<file path="config.mk">
export PLATFORM = sky130hd
export DESIGN_NAME = alu_exec_stage
export DESIGN_NICKNAME = d
export VERILOG_FILES = /design/src/rtl/alu_exec_stage.sv
export SDC_FILE = /design/constraint.sdc
export NUM_CORES = 1
export LEC_CHECK = 0
export BUFFER_PORTS_ARGS = -buffer_cell sky130_fd_sc_hd__buf_2
export CORE_MARGIN = 2
export CORE_UTILIZATION = 35
export DETAILED_ROUTE_END_ITERATION = 6
export PLACE_DENSITY_LB_ADDON = 0.1
export REMOVE_ABC_BUFFERS = 1
export SLEW_MARGIN = 10
export SYNTH_ARGS = -nofsm -noshare
export SYNTH_HDL_FRONTEND = slang
export SYNTH_SLANG_ARGS = --single-unit
</file>
<file path="constraint.sdc">
create_clock -name clk -period 4.8 [get_ports clk]
set_input_delay 0.48 -clock clk [delete_from_list [all_inputs] [get_ports clk]]
set_output_delay 0.48 -clock clk [all_outputs]
set_load 0.05 [all_outputs]
</file>
<file path="src/rtl/alu_exec_stage.sv">
// EX-stage execution unit: decodes the 3-bit ALU control code, computes the
// result and queues it, with its flags, in a 2-entry FIFO toward MEM/branch
// logic. Also counts back-pressure stall cycles (saturating).
module alu_exec_stage #(
    parameter int WIDTH = 32,
    parameter int CNT_W = 16
) (
    input  logic             clk,
    input  logic             rst,
    input  logic             flush,
    input  logic             in_valid,
    output logic             in_ready,
    input  logic [2:0]       ALU_cntr,
    input  logic [WIDTH-1:0] src_a,
    input  logic [WIDTH-1:0] src_b,
    output logic             out_valid,
    input  logic             out_ready,
    output logic [WIDTH-1:0] result,
    output logic             zero,
    output logic             illegal,
    output logic [CNT_W-1:0] stall_cnt
);

    // Queue storage (no reset needed: an entry is only read after being written)
    logic [WIDTH-1:0] res_mem_q  [2];
    logic             zero_mem_q [2];
    logic             ill_mem_q  [2];

    logic             head_q, head_d;
    logic             tail_q, tail_d;
    logic [1:0]       count_q, count_d;
    logic [CNT_W-1:0] stall_q, stall_d;

    // Registered head view so outputs hold their last value once the queue drains
    logic [WIDTH-1:0] result_q, result_d;
    logic             zero_q, zero_d;
    logic             illegal_q, illegal_d;

    logic [WIDTH-1:0] alu_res;
    logic             alu_ill;
    logic             alu_zero;
    logic             push;
    logic             pop;
    logic             wr_en;

    // in_ready depends only on registered occupancy, never on out_ready
    assign in_ready  = (count_q != 2'd2);
    assign out_valid = (count_q != 2'd0);
    assign push      = in_valid & in_ready;
    assign pop       = out_valid & out_ready;
    assign wr_en     = push & ~flush;

    assign result    = result_q;
    assign zero      = zero_q;
    assign illegal   = illegal_q;
    assign stall_cnt = stall_q;

    // ALU datapath; code 7 and any unknown bit fall to the illegal default
    always_comb begin
        alu_res = '0;
        alu_ill = 1'b0;
        case (ALU_cntr)
            3'd0: alu_res = src_a + src_b;
            3'd1: alu_res = src_a - src_b;
            3'd2: alu_res = src_a & src_b;
            3'd3: alu_res = src_a | src_b;
            3'd4: alu_res = {{(WIDTH-1){1'b0}}, ($signed(src_a) < $signed(src_b))};
            3'd5: alu_res = src_a ^ src_b;
            3'd6: alu_res = {{(WIDTH-1){1'b0}}, (src_a < src_b)};
            default: begin
                alu_res = '0;
                alu_ill = 1'b1;
            end
        endcase
    end

    assign alu_zero = (alu_res == '0);

    // Pointer, occupancy, stall counter and head-view next state
    always_comb begin
        head_d    = head_q;
        tail_d    = tail_q;
        count_d   = count_q;
        stall_d   = stall_q;
        result_d  = result_q;
        zero_d    = zero_q;
        illegal_d = illegal_q;

        if (flush) begin
            head_d  = 1'b0;
            tail_d  = 1'b0;
            count_d = 2'd0;
        end else begin
            if (push) tail_d = ~tail_q;
            if (pop)  head_d = ~head_q;
            case ({push, pop})
                2'b10:   count_d = count_q + 2'd1;
                2'b01:   count_d = count_q - 2'd1;
                default: count_d = count_q;
            endcase
        end

        if (!flush && out_valid && !out_ready && (stall_q != {CNT_W{1'b1}}))
            stall_d = stall_q + {{(CNT_W-1){1'b0}}, 1'b1};

        // Next head may be the entry being written this very edge: bypass it
        if (count_d != 2'd0) begin
            if (wr_en && (tail_q == head_d)) begin
                result_d  = alu_res;
                zero_d    = alu_zero;
                illegal_d = alu_ill;
            end else begin
                result_d  = res_mem_q[head_d];
                zero_d    = zero_mem_q[head_d];
                illegal_d = ill_mem_q[head_d];
            end
        end
    end

    // Control and output registers, cleared immediately by rst
    always_ff @(posedge clk or posedge rst) begin
        if (rst) begin
            head_q    <= 1'b0;
            tail_q    <= 1'b0;
            count_q   <= 2'd0;
            stall_q   <= '0;
            result_q  <= '0;
            zero_q    <= 1'b0;
            illegal_q <= 1'b0;
        end else begin
            head_q    <= head_d;
            tail_q    <= tail_d;
            count_q   <= count_d;
            stall_q   <= stall_d;
            result_q  <= result_d;
            zero_q    <= zero_d;
            illegal_q <= illegal_d;
        end
    end

    // One write port per queue slot, selected by the tail pointer
    genvar gi;
    generate
        for (gi = 0; gi < 2; gi++) begin : g_slot
            localparam logic SLOT = 1'(gi);
            // Capture result and flags at push time
            always_ff @(posedge clk) begin
                if (wr_en && (tail_q == SLOT)) begin
                    res_mem_q[gi]  <= alu_res;
                    zero_mem_q[gi] <= alu_zero;
                    ill_mem_q[gi]  <= alu_ill;
                end
            end
        end
    endgenerate

endmodule

</file>
After elaboration in Yosys (flattened, before gate mapping)
Memory sizes are Yosys's and may differ from the RTL's.
Index checks and enable logic that the tools add are counted.
Word-level totals
  register bits after elaboration: 54
  memories: 3
  bits in writable memories: 68
  output and inout port bits: 52
  logic and storage cells: 78
Memories
  res_mem_q: depth 2, width 32, rd ports 1, clocked after Yosys merged registers in 0, write ports 1, RTL line 25  | logic [WIDTH-1:0] res_mem_q [2];
  ill_mem_q: depth 2, width 1, rd ports 1, clocked after Yosys merged registers in 0, write ports 1, RTL line 27  | logic ill_mem_q [2];
  zero_mem_q: depth 2, width 1, rd ports 1, clocked after Yosys merged registers in 0, write ports 1, RTL line 26  | logic zero_mem_q [2];
Cells by class
  equal/unequal tests: 11
  muxes and demuxes: 24
  reduce and logical (&&, ||, !) cells: 17
  bitwise operators: 9
  magnitude comparators: 2
  add/subtract/negate cells: 5
Operators with widths (count)
  case mux 32 bit (7 select lines): 1
  less-than comparator 32 bit: 2
  2-to-1 mux 32 bit: 2
  adder 32 bit: 1
  bitwise AND 32 bit: 1
  zero test 32 bit: 1
  OR 32 bit: 1
  OR reduction 32 bit: 1
  subtractor 32 bit: 1
  bitwise XOR 32 bit: 1
  2-to-1 mux 1 bit: 19
  adder 16 x 1 -> 16 bit (second input constant): 1
  inequality test 16 bit (second input constant): 1
  == test 3 bit (second input constant): 3
  OR reduction 7 bit: 1
  == test 3 x 2 -> 1 bit (second input constant): 2
  logical AND 1 bit: 6
  nonzero test 2 bit: 3
  case mux 2 bit (2 select lines): 1
  bitwise AND 1 bit: 3
  == test 3 x 1 -> 1 bit (second input constant): 1
  zero test 3 bit: 1
  NOT 1 bit: 3
  adder 2 x 1 -> 2 bit (second input constant): 1
  8 further kinds: 10

Logic depth before layout (Yosys ltp)
Gate-level depths: netlist of the first run.
  depth after elaboration: 8
  gate-level depth with buffers: 13

Worst setup path after synthesis of the first run
Ideal clock, no wire load.
  path kind: reg2reg
  from: register count_q[0]
  to: memory ill_mem_q[0] (enable)
  arrival time: 3.422 ns
  clock period less this slack: 3.889 ns
  setup time: 0.468 ns
  cell stages (with the launch flop): 4
  data required time: 4.332 ns
  slack: 0.911 ns
  cell sequence: dfrtp_1 nand2b_1 nand2_1 nor3_1
Between the ends
  word-level cells in the longest chain between the ends: 8
  elaborated cells between the ends (all ways): 12
Ends and longest elaborated chain
  from (decl): RTL line 31  | logic [1:0] count_q, count_d;
  from (signal assigned): RTL line 133  | count_q <= count_d;
  inequality test 2 bit (*): RTL line 47  | assign in_ready = (count_q != 2'd2);
  via in_ready: RTL line 12  | output logic in_ready,
  bitwise AND 1 bit (*): RTL line 49  | assign push = in_valid & in_ready;
  bitwise AND 1 bit (*): RTL line 51  | assign wr_en = push & ~flush;
  logical AND 1 bit: RTL line 148  | if (wr_en && (tail_q == SLOT)) begin
  2-to-1 mux 1 bit: RTL line 148
  2-to-1 mux 1 bit (not written as such): RTL line 151  | ill_mem_q[gi] <= alu_ill;
  OR reduction 1 bit (no source line)
  2-to-1 mux 1 bit (no source line)
  to (decl): RTL line 27
The timed path passes the listed nets; every way through them passes the cells marked *.

Worst setup path in the final report of the first run
  from: input src_a[18]
  to: register zero_q (netlist: zero)
Between the ends
  word-level cells in the longest chain between the ends: 4
  elaborated cells between the ends (all ways): 10
Ends and longest elaborated chain
  from (decl): RTL line 14  | input logic [WIDTH-1:0] src_a,
  subtractor 32 bit or adder 32 bit (tied branches): RTL line 64, 63
  case mux 32 bit (7 select lines) (*): RTL line 62  | case (ALU_cntr)
  via alu_res[31]: RTL line 39  | logic [WIDTH-1:0] alu_res;
  zero test 32 bit (*): RTL line 77  | assign alu_zero = (alu_res == '0);
  2-to-1 mux 1 bit (*): RTL line 108  | if (wr_en && (tail_q == head_d)) begin
  to (signal assigned): RTL line 136  | zero_q <= zero_d;
  to (decl): RTL line 36  | logic zero_q, zero_d;
Marked as above.
A chain may end at the register's enable or synchronous reset.

==> run summary, run 1 <==
Post-CTS Resized - 0
Gpl congestion - 0.954
Pins Over Slew Limit - 0
Initial Util - 35.7%
Final period utilization - 83.0%
Drt drc - 0
Pwr per Cell Area - 405 mW/mm2
Vias in the first global route - 9,808
Sequential share of the synthesized area - 30.9%
Final Util - 41.3%
Cells along the critical path - buf_2 > inv_1 > ha_1 > inv_1 > nor3_1 > nand3_1 > a2111oi_1 > buf_4 > o2111ai_1 > a211oi_1 > xnor2_1 > o21ai_1 > or4_1 > o21ai_1
Worst min path class - in2async
Global-route wire length before repair - 56.7 mm
Commonest cells post-synth - nand2_1 (145), o21ai_0 (114), ha_1 (113), inv_1 (113), nor2_1 (88)
Syn-to-layout area delta - 15.5%
Hold_buf cts - 0
Die Wd - 181 um
Synthesized flop and latch total - 122
Combinational power share - 45.7%
DR WL/cell - 20.0 um
Core Area - 0.0307 mm2
Critical Path Fanout Max - 11
Maxcap violations - 0
Synth async-reset ratio - 44.3%
Worst VDD drop - 0.212 mV
Fmax - 0.251 GHz
Post-CTS Setup Bufs - 0
Pwr Total - 5.13 mW
Internal - 2.91 mW
Die ar. - 0.0328 mm2
Reg2Reg Setup Slack - 2.12 ns
Largest net degree at the start of global routing - 59
P_sw - 2.23 mW
Number of vias per cell - 5.64
Crit path arrival time - 4.30 ns
Port Buffers - 123
WS Path Type - in2reg
Clock buffer depth - 2
Top FF cell, synth - edfxtp_1
Worst r2r src - stall_cnt[4]
Fin. Hold Viols - 0
Post-synth EDFFs - 68
GR Overflow Total - 0
Total CTS buffers - 17
Setup TNS - 0 ns
Worst setup SP type - primary input
Post-Synthesis Cells - 1,310
Status - completed
Tightest Pin Transition - 1.11 ns
Clock latency on the worst-skew pair - 0.40 ns
Ant diodes - 0
Leading post-synthesis cells by cell area - edfxtp_1 (19%), ha_1 (13%), dfrtp_1 (12%)
CTS sink cnt - 122
Clock network power share - 25.2%
Worst R2R End - stall_cnt[7]
Element type at the critical path end - register
Antenna violations before repair - 0
Die height - 181 um
Worst relative slew slack - 26.1%
Max stage delay cell, worst path - a2111oi_1
Netlist cell types - 84
Unrepaired setup endpoints after global routing - no
Synth top area share - 18.6%
Count of final setup violators - 0
Sequential fraction of design power - 29.1%
GRT Total Usage - 21.9%
CTS tree - done
Area leader, netlist - edfxtp_1
Worst Reg-to-Reg Cells - 10
Pre-CTS setup slack - 0.486 ns
H-tree levels - 4
Top-count cell post-synth - nand2_1
Worst path max stage delay - 0.59 ns
Number of nets with antenna violations after routing - 0
Leak - 5.55 nW
Sw Ratio - 43.4%
CP required - 5.12 ns
Clock-pin slew on the worst setup and hold paths - 0.05 ns
Tmin final - 3.98 ns
Row count - 64
Layout Cells excl Fill - 1,821
Drt first pass iters - 5
Final setup margin - 0.818 ns
Clock Tree Root - clkbuf_16
Clock Skews - 0.00953 ns
Mapped Area - 0.0110 mm2
Placed insts - 1,789
Mean post-synth cell area - 8.38 um2
I/O Pins - 124
Total Wirelength - 36.4 mm
Fraction of layout cells with a size suffix above 1 - 14.9%
Yosys warning count - 0
Dpl hpwl - 28.2 mm
Via count - 10,300
Final nets - 1,599
Starting DRT DRC Count - 747
-- sequential cells by signal, summed over array words and instances, names as in the netlist --
signal / flops
res_mem_q: 64
result: 32
stall_cnt: 16
count_q: 2
ill_mem_q: 2
zero_mem_q: 2
head_q: 1
illegal: 1
tail_q: 1
zero: 1
-- per-stage QoR --
step	area [um2]	hold slack [ns]
global placement	12100	0.459
CTS	12700	0.301
detailed placement	12100	0.466
floorplan	10700	0.546
global route	12700	0.333
finish	12700	0.268
-- layout by cell type (no fill, tap or decap), drive strengths merged, types with 7 or more instances in the layout --
cell	netlist	layout
and3	12	12
nand2	145	145
buf	17	154
nor2b	23	23
o211ai	24	24
or3	7	7
o22ai	7	7
inv	113	113
a21oi	79	79
edfxtp	68	68
nand2b	8	8
a31oi	16	16
xnor2	24	24
nor2	88	88
mux2i	46	46
nand4	18	18
o31ai	23	23
o31a	8	8
nor4	19	19
dfrtp	54	54
a21o	11	11
a211oi	28	28
o2111ai	8	8
nand3	31	31
clkbuf	54	24
a41oi	7	7
and2	12	12
ha	113	113
o21ai	118	118
nor3	27	27
-- kinds of logic (layout without fill, tap and decap cells) --
group	after synthesis	after routing	share of synthesized area, %
fa+ha+maj	115	115	13.2
xor+xnor	30	30	2.39
mux	53	53	5.01
flops	122	122	30.9
compound gates	397	397	24.0
buf+inv	184	299	6.45
simple gates	409	409	18.0
-- final cells by class --
type | instances | area [um2]
Fill cell | 3226 | 18100
Timing Repair Buffer | 154 | 848
Tap cell | 396 | 495
Clock inverter | 8 | 115
Multi-Input combinational cell | 1004 | 6920
Clock buffer | 24 | 493
Sequential cell | 122 | 3390
Inverter | 113 | 424
-- power groups by stage --
| stage | Combinational, mW | Clock, mW | Sequential (mW) |
|---|---|---|---|
| 5_1_grt | 2.57 | 1.37 | 1.53 |
| 6_report | 2.34 | 1.29 | 1.50 |
| 2_1_floorplan | 1.13 | 0 | 2.05 |
| 4_1_cts | 2.37 | 1.32 | 1.50 |
| 3_3_place_gp | 2.34 | 0 | 1.51 |
| 3_5_place_dp | 2.36 | 0 | 1.52 |
-- critical path: cells and delay by family --
| kind | cells | cell delay (ns) |
|---|---|---|
| AOI/OAI and AO/OA | 5 | 1.38 |
| xor gates and xnor gates | 1 | 0.16 |
| adders and majority gates | 1 | 0.53 |
| buffers and inverters | 4 | 0.64 |
| and+or+nand+nor | 3 | 1.10 |
-- layer usage --
| metal | vias to the layer above | part of all wire, % | GRT usage, % |
|---|---|---|---|
| met3 | 40 | 6.0 | 2.46 |
| met1 | 4945 | 47 | 30.8 |
| met5 | - | 0 | 0 |
| li1 | 4966 | - | - |
| met4 | 0 | 1.6 | 5.40 |
| met2 | 316 | 46 | 35.9 |
-- worst max path at each step --
| stage | start | to | slack [ns] | cells after the start |
|---|---|---|---|---|
| 2_1_floorplan | count_q[0] | zero | -0.002 | 8 |
| 3_3_place_gp | src_a[18] | zero | 0.50 | 14 |
| 3_5_place_dp | src_a[18] | zero | 0.49 | 14 |
| 4_1_cts | src_a[18] | zero | 0.89 | 14 |
| 5_1_grt | src_a[18] | zero | 0.56 | 14 |
| 6_report | src_a[18] | zero | 0.82 | 14 |
(Power assumes the default switching activity.)
==> run 2, diff against run 1 <==
==> constraint.sdc (replaced) <==
create_clock -name clk -period 3.8 [get_ports clk]
set_input_delay 0.38 -clock clk [delete_from_list [all_inputs] [get_ports clk]]
set_output_delay 0.38 -clock clk [all_outputs]
set_load 0.05 [all_outputs]
==> run 2 against run 1 <==
  * Global-route usage up 0.91 points
  * Die area unchanged
  * Count of clock-buffer cells in the layout down 1
  * Combinational power up 34%
  * Critical path depth up 2
  * Core utilization up 2.8 points
  * First-iteration DRC count up 4.0%
  * Largest power group unchanged
  * Sequential share of layout area down 1.7 points
  * Wire length up 3.5%
  * Setup slack worse by 0.57 ns
  * Largest cell class unchanged
  * Via count up 4.4%
  * Critical path type unchanged
  * Final area up 6.9%
==> run summary, run 2 (synthesis gave the netlist of run 1 again) <==
Number of vias per cell - 5.53
Largest register FFs - 64
Tmin final - 3.56 ns
Crit path arrival time - 3.80 ns
Unrepaired setup endpoints after global routing - no
Clock buffer depth - 2
Status - completed
Worst R2R End - stall_cnt[7]
Setup TNS - 0 ns
Dpl hpwl - 30.2 mm
Worst setup SP type - primary input
Worst VDD drop - 0.318 mV
Pwr Total - 6.51 mW
Commonest non-fill, non-tap cell in the layout - buf_4
Most frequent cells in the layout - buf_4 (149), nand2_1 (144), buf_2 (123)
CTS sink cnt - 122
Clock Skews - 0.00807 ns
Global-route wire length before repair - 58.8 mm
Vias in the first global route - 10,300
Buf/Inv on CP - 4
Cells along the critical path - buf_2 > inv_1 > ha_1 > fa_1 > o21ba_1 > a2111o_1 > buf_4 > a311oi_2 > buf_4 > o21ai_1 > a31o_1 > a222oi_1 > and3_1 > and4_1 > nand4_2 > nor3_2
Post-CTS Resized - 0
Worst r2r src - stall_cnt[4]
H-tree levels - 4
Most used cell along the critical path - buf_4
Gpl congestion - 0.962
Reg2Reg Setup Slack - 1.14 ns
Starting DRT DRC Count - 777
Pwr per Cell Area - 480 mW/mm2
Drt first pass iters - 5
CP required - 4.04 ns
Drt drc - 0
Crit path max-delay family - compound AO/OA/AOI/OAI gates
Die height - 181 um
Initial Util - 35.7%
Clock Tree Root - clkbuf_16
Antenna violations before repair - 1
Row count - 64
Die ar. - 0.0328 mm2
GRT Total Usage - 22.8%
Element type at the critical path end - register
Core Area - 0.0307 mm2
Ant diodes - 0
Total Wirelength - 37.7 mm
WS Path Type - in2reg
DR WL/cell - 19.4 um
Clock latency on the worst-skew pair - 0.41 ns
Max stage delay cell, worst path - a222oi_1
Worst relative slew slack - 36.5%
Syn-to-layout area delta - 23.5%
Leak - 6.12 nW
Total CTS buffers - 17
Number of nets with antenna violations after routing - 0
I/O Pins - 124
CTS tree - done
Fmax - 0.281 GHz
Layout fillers - 3,165
Count of final setup violators - 0
Port Buffers - 123
Largest Register - res_mem_q
Fraction of layout cells with a size suffix above 1 - 21.5%
Largest net degree at the start of global routing - 55
Via count - 10,700
Worst path max stage delay - 0.47 ns
Die Wd - 181 um
Post-CTS Setup Bufs - 0
GR Overflow Total - 0
Clock-pin slew on the worst setup and hold paths - 0.06 ns
Worst Reg-to-Reg Cells - 10
Fin. Hold Viols - 0
Final nets - 1,719
Final period utilization - 93.6%
Maxcap violations - 0
Hold_buf cts - 0
Critical Path Fanout Max - 4
Tightest Pin Transition - 0.945 ns
Pins Over Slew Limit - 0
Worst min path class - in2async
Hold WS - 0.154 ns
run 2: cell count changes in the layout (fill, tap and decap cells not counted):
cell        before  now
buf_4           31  149
buf_12           0    2
bufinv_16        3    1
clkinvlp_4       0    2
clkbuf_1         4    3
nor3_2           2    3
nor3_4           1    0
run 2: cell type report:
type                            instances  area (um2)  share of cell area [%]
Tap cell                              396         495                    3.66
Timing Repair Buffer                  274        1770                    13.1
Multi-Input combinational cell       1004        6910                    51.0
Sequential cell                       122        3390                    25.0
Clock inverter                          8        70.1                   0.517
Clock buffer                           23         489                    3.61
Inverter                              113         424                    3.13
run 2: how the worst max path moves through the flow:
stage	start	to	slack (ns)	cells past startpoint
floorplan	count_q[0]	zero	-1.00	8
global placement	src_a[0]	zero_mem_q[0]	-0.07	16
detailed placement	src_a[0]	zero_mem_q[1]	-0.16	16
CTS	src_a[0]	zero_mem_q[0]	0.27	16
global route	src_a[0]	zero_mem_q[1]	0.07	16
finish	src_a[0]	zero_mem_q[0]	0.24	16
run 2: through the flow:
step / setup WS, ns / area (um2) / instances / utilization [%]
global placement: -0.0709 / 13000 / 1909 / 42.3
detailed placement: -0.157 / 13000 / 1909 / 42.3
floorplan: -1.00 / 10700 / 1239 / -
global route: 0.0693 / 13600 / 1940 / 44.1
CTS: 0.267 / 13600 / 1940 / 44.1
finish: 0.245 / 13600 / 1940 / 44.1
run 2: worst reg2reg max path: cells and delay by family (launching register included):
| kind | cells | cell delay, ns |
|---|---|---|
| AND/OR/NAND/NOR | 8 | 1.49 |
| AO/OA/AOI/OAI | 1 | 0.46 |
| flip-flops | 1 | 0.44 |
| XOR/XNOR | 1 | 0.16 |
run 2: layer usage:
layer  wire length, um  global-route usage, %
met1             17600                   31.3
met2             17100                   36.8
met3              1950                   3.37
met4              1100                   7.54
met5                 7                      0
run 2: power breakdown:
| part | leakage [nW] | internal, mW | switching, mW |
|---|---|---|---|
| Sequential | 1.32 | 1.74 | 0.151 |
| Clock | 0.274 | 0.962 | 0.530 |
| Combinational | 4.53 | 0.969 | 2.16 |
| Total | 6.12 | 3.67 | 2.84 |
==> run 3, diff against run 2 <==
--- a/config.mk
+++ b/config.mk
@@ -7,7 +7,7 @@
 export LEC_CHECK = 0
 export BUFFER_PORTS_ARGS = -buffer_cell sky130_fd_sc_hd__buf_2
 export CORE_MARGIN = 2
-export CORE_UTILIZATION = 35
+export CORE_UTILIZATION = 40
 export DETAILED_ROUTE_END_ITERATION = 6
 export PLACE_DENSITY_LB_ADDON = 0.1
 export REMOVE_ABC_BUFFERS = 1
==> run 3 against run 2 <==
  * First-iteration DRC count is 1.7% lower
  * Clock power hardly changed
  * Setup slack worse by 0.031 ns
  * Flip-flop and latch count stayed put
  * Maximum frequency is 0.86% lower
  * Register-to-register slack hardly changed
  * Global-route usage is 3.4 points higher
  * Core utilization is 6.5 points higher
  * Via count is 0.25% lower
  * Die area is 12% lower
  * Critical path depth stayed put
  * Count of clock-buffer cells in the layout is 2 higher
  * Highest routed layer is now met4
==> run summary, run 3 (synthesis gave the netlist of run 1 again) <==
GR peak layer - met2
Placed insts - 1,871
WS Path Type - in2reg
Unrepaired setup endpoints after global routing - no
Drt drc - 0
Ant diodes - 0
Max stage delay cell, worst path - a2111o_1
Internal - 3.71 mW
Commonest non-fill, non-tap cell in the layout - buf_4
Met1 usage - 36.0%
Number of vias per cell - 5.62
Tmin final - 3.59 ns
Worst min path class - in2async
Clock Skews - 0.00955 ns
Sw Ratio - 43.4%
Final nets - 1,736
Final setup margin - 0.214 ns
Fin. Hold Viols - 0
Pwr per Cell Area - 482 mW/mm2
Sequential fraction of design power - 28.8%
Cells along the critical path - buf_2 > inv_1 > ha_1 > fa_1 > o21ba_1 > a2111o_1 > buf_4 > a311oi_2 > buf_4 > o21ai_1 > a31o_1 > a222oi_1 > and3_1 > and4_1 > nand4_2 > nor3_2
Syn-to-layout area delta - 24.1%
P_sw - 2.85 mW
Dpl hpwl - 30.3 mm
Row count - 60
Total CTS buffers - 17
H-tree levels - 4
Clock latency on the worst-skew pair - 0.40 ns
GR Overflow Total - 0
Largest register FFs - 64
Tightest Pin Transition - 0.943 ns
Register area - 0.00339 mm2
Pre-CTS setup slack - -0.166 ns
Worst setup SP type - primary input
Layout fillers - 2,659
Worst path max stage delay - 0.47 ns
Via count - 10,700
Final Util - 50.6%
Clock buffer depth - 2
Core Area - 0.0270 mm2
Clock network power share - 23.1%
GRT Total Usage - 26.2%
Layout Cells excl Fill - 1,903
Vias in the first global route - 10,500
Starting DRT DRC Count - 764
Fraction of layout cells with a size suffix above 1 - 22.5%
Fmax - 0.279 GHz
CTS sink cnt - 122
Largest net degree at the start of global routing - 36
Critical Path Fanout Max - 4
Drt first pass iters - 5
Count of final setup violators - 0
Worst VDD drop - 0.273 mV
Met3 GRT Util - 3.31%
Total Wirelength - 37.3 mm
CP required - 4.03 ns
Final period utilization - 94.4%
Leak - 6.21 nW
Combinational power share - 48.1%
Number of nets with antenna violations after routing - 0
Most frequent cells in the layout - buf_4 (166), nand2_1 (144), buf_2 (123)
Initial Util - 40.7%
Gpl congestion - 0.977
Die Wd - 170 um
Element type at the critical path end - register
Crit path arrival time - 3.82 ns
Area of the multi-input gates - 0.00692 mm2
Most used cell along the critical path - buf_4
Die ar. - 0.0288 mm2
Status - completed
DR WL/cell - 19.6 um
Pins Over Slew Limit - 0
I/O Pins - 124
Worst relative slew slack - 36.6%
Clock Tree Root - clkbuf_16
CTS tree - done
Setup TNS - 0 ns
Global-route wire length before repair - 58.4 mm
Met2 Use GR - 42.8%
Post-CTS Setup Bufs - 0
Clock-pin slew on the worst setup and hold paths - 0.05 ns
Largest Register - res_mem_q
Die height - 170 um
Antenna violations before repair - 0
Port Buffers - 123
Maxcap violations - 0
run 3: changes by cell type in the layout (fill, tap and decap cells not counted), sizes merged:
cell	before	now
buf	274	291
clkbuf	23	25
clkinvlp	2	0
clkinv	5	6
run 3: final cells by class:
| type | count | area share (%) |
|---|---|---|
| clock buffers | 25 | 3.71 |
| clock inverters | 7 | 0.468 |
| inverters | 113 | 3.11 |
| multi-input cells | 1004 | 50.7 |
| flip-flops and latches | 122 | 24.9 |
| well taps | 341 | 3.13 |
| repair buffers | 291 | 14.0 |
run 3: repair_timing:
item	in CTS	in global routing
hold buffers	0	0
setup endpoints to repair	0	2
hold endpoints to repair	0	0
resized for setup	0	1
run 3: final timing paths:
check / slack [ns] / cells past startpoint / startpoint / to
worst max register to register: 1.14 / 10 / stall_cnt[4] / stall_cnt[7]
worst min-delay path: 0.05 / 2 / rst / result[20]
min in group clk: 0.27 / 2 / flush / tail_q
worst max-delay path: 0.21 / 16 / src_a[0] / zero_mem_q[0]
worst min register to register: 0.47 / 2 / result[12] / result[12]
max in group asynchronous: 2.95 / 3 / rst / result[2]
run 3: metal layers:
layer  wire length, um  part of all wire [%]
met1             16900                    45
met2             17000                    46
met3              2360                   6.3
met4              1040                   2.8
met5                 0                     0
run 3: per-stage QoR:
stage	total power, mW	area (um2)	hold slack, ns
after floorplan	4.02	10700	0.446
after global placement	5.06	13100	0.456
after detailed placement	5.09	13100	0.466
after CTS	6.62	13600	0.0713
after global routing	7.00	13600	0.0930
final	6.57	13600	0.0498
run 3: critical path: cells and delay by family:
| kind | cells | cell delay [ns] |
|---|---|---|
| AO/OA/AOI/OAI | 6 | 1.62 |
| adder cells (fa/ha/maj) | 2 | 0.61 |
| buffers and inverters | 4 | 0.47 |
| AND/OR/NAND/NOR | 4 | 0.73 |
run 3: power groups by stage:
stage | sequential [mW] | combinational, mW | clock, mW
2_1_floorplan | 2.59 | 1.43 | 0
3_3_place_gp | 1.91 | 3.15 | 0
3_5_place_dp | 1.92 | 3.17 | 0
4_1_cts | 1.90 | 3.17 | 1.55
5_1_grt | 1.93 | 3.47 | 1.61
6_report | 1.89 | 3.16 | 1.52
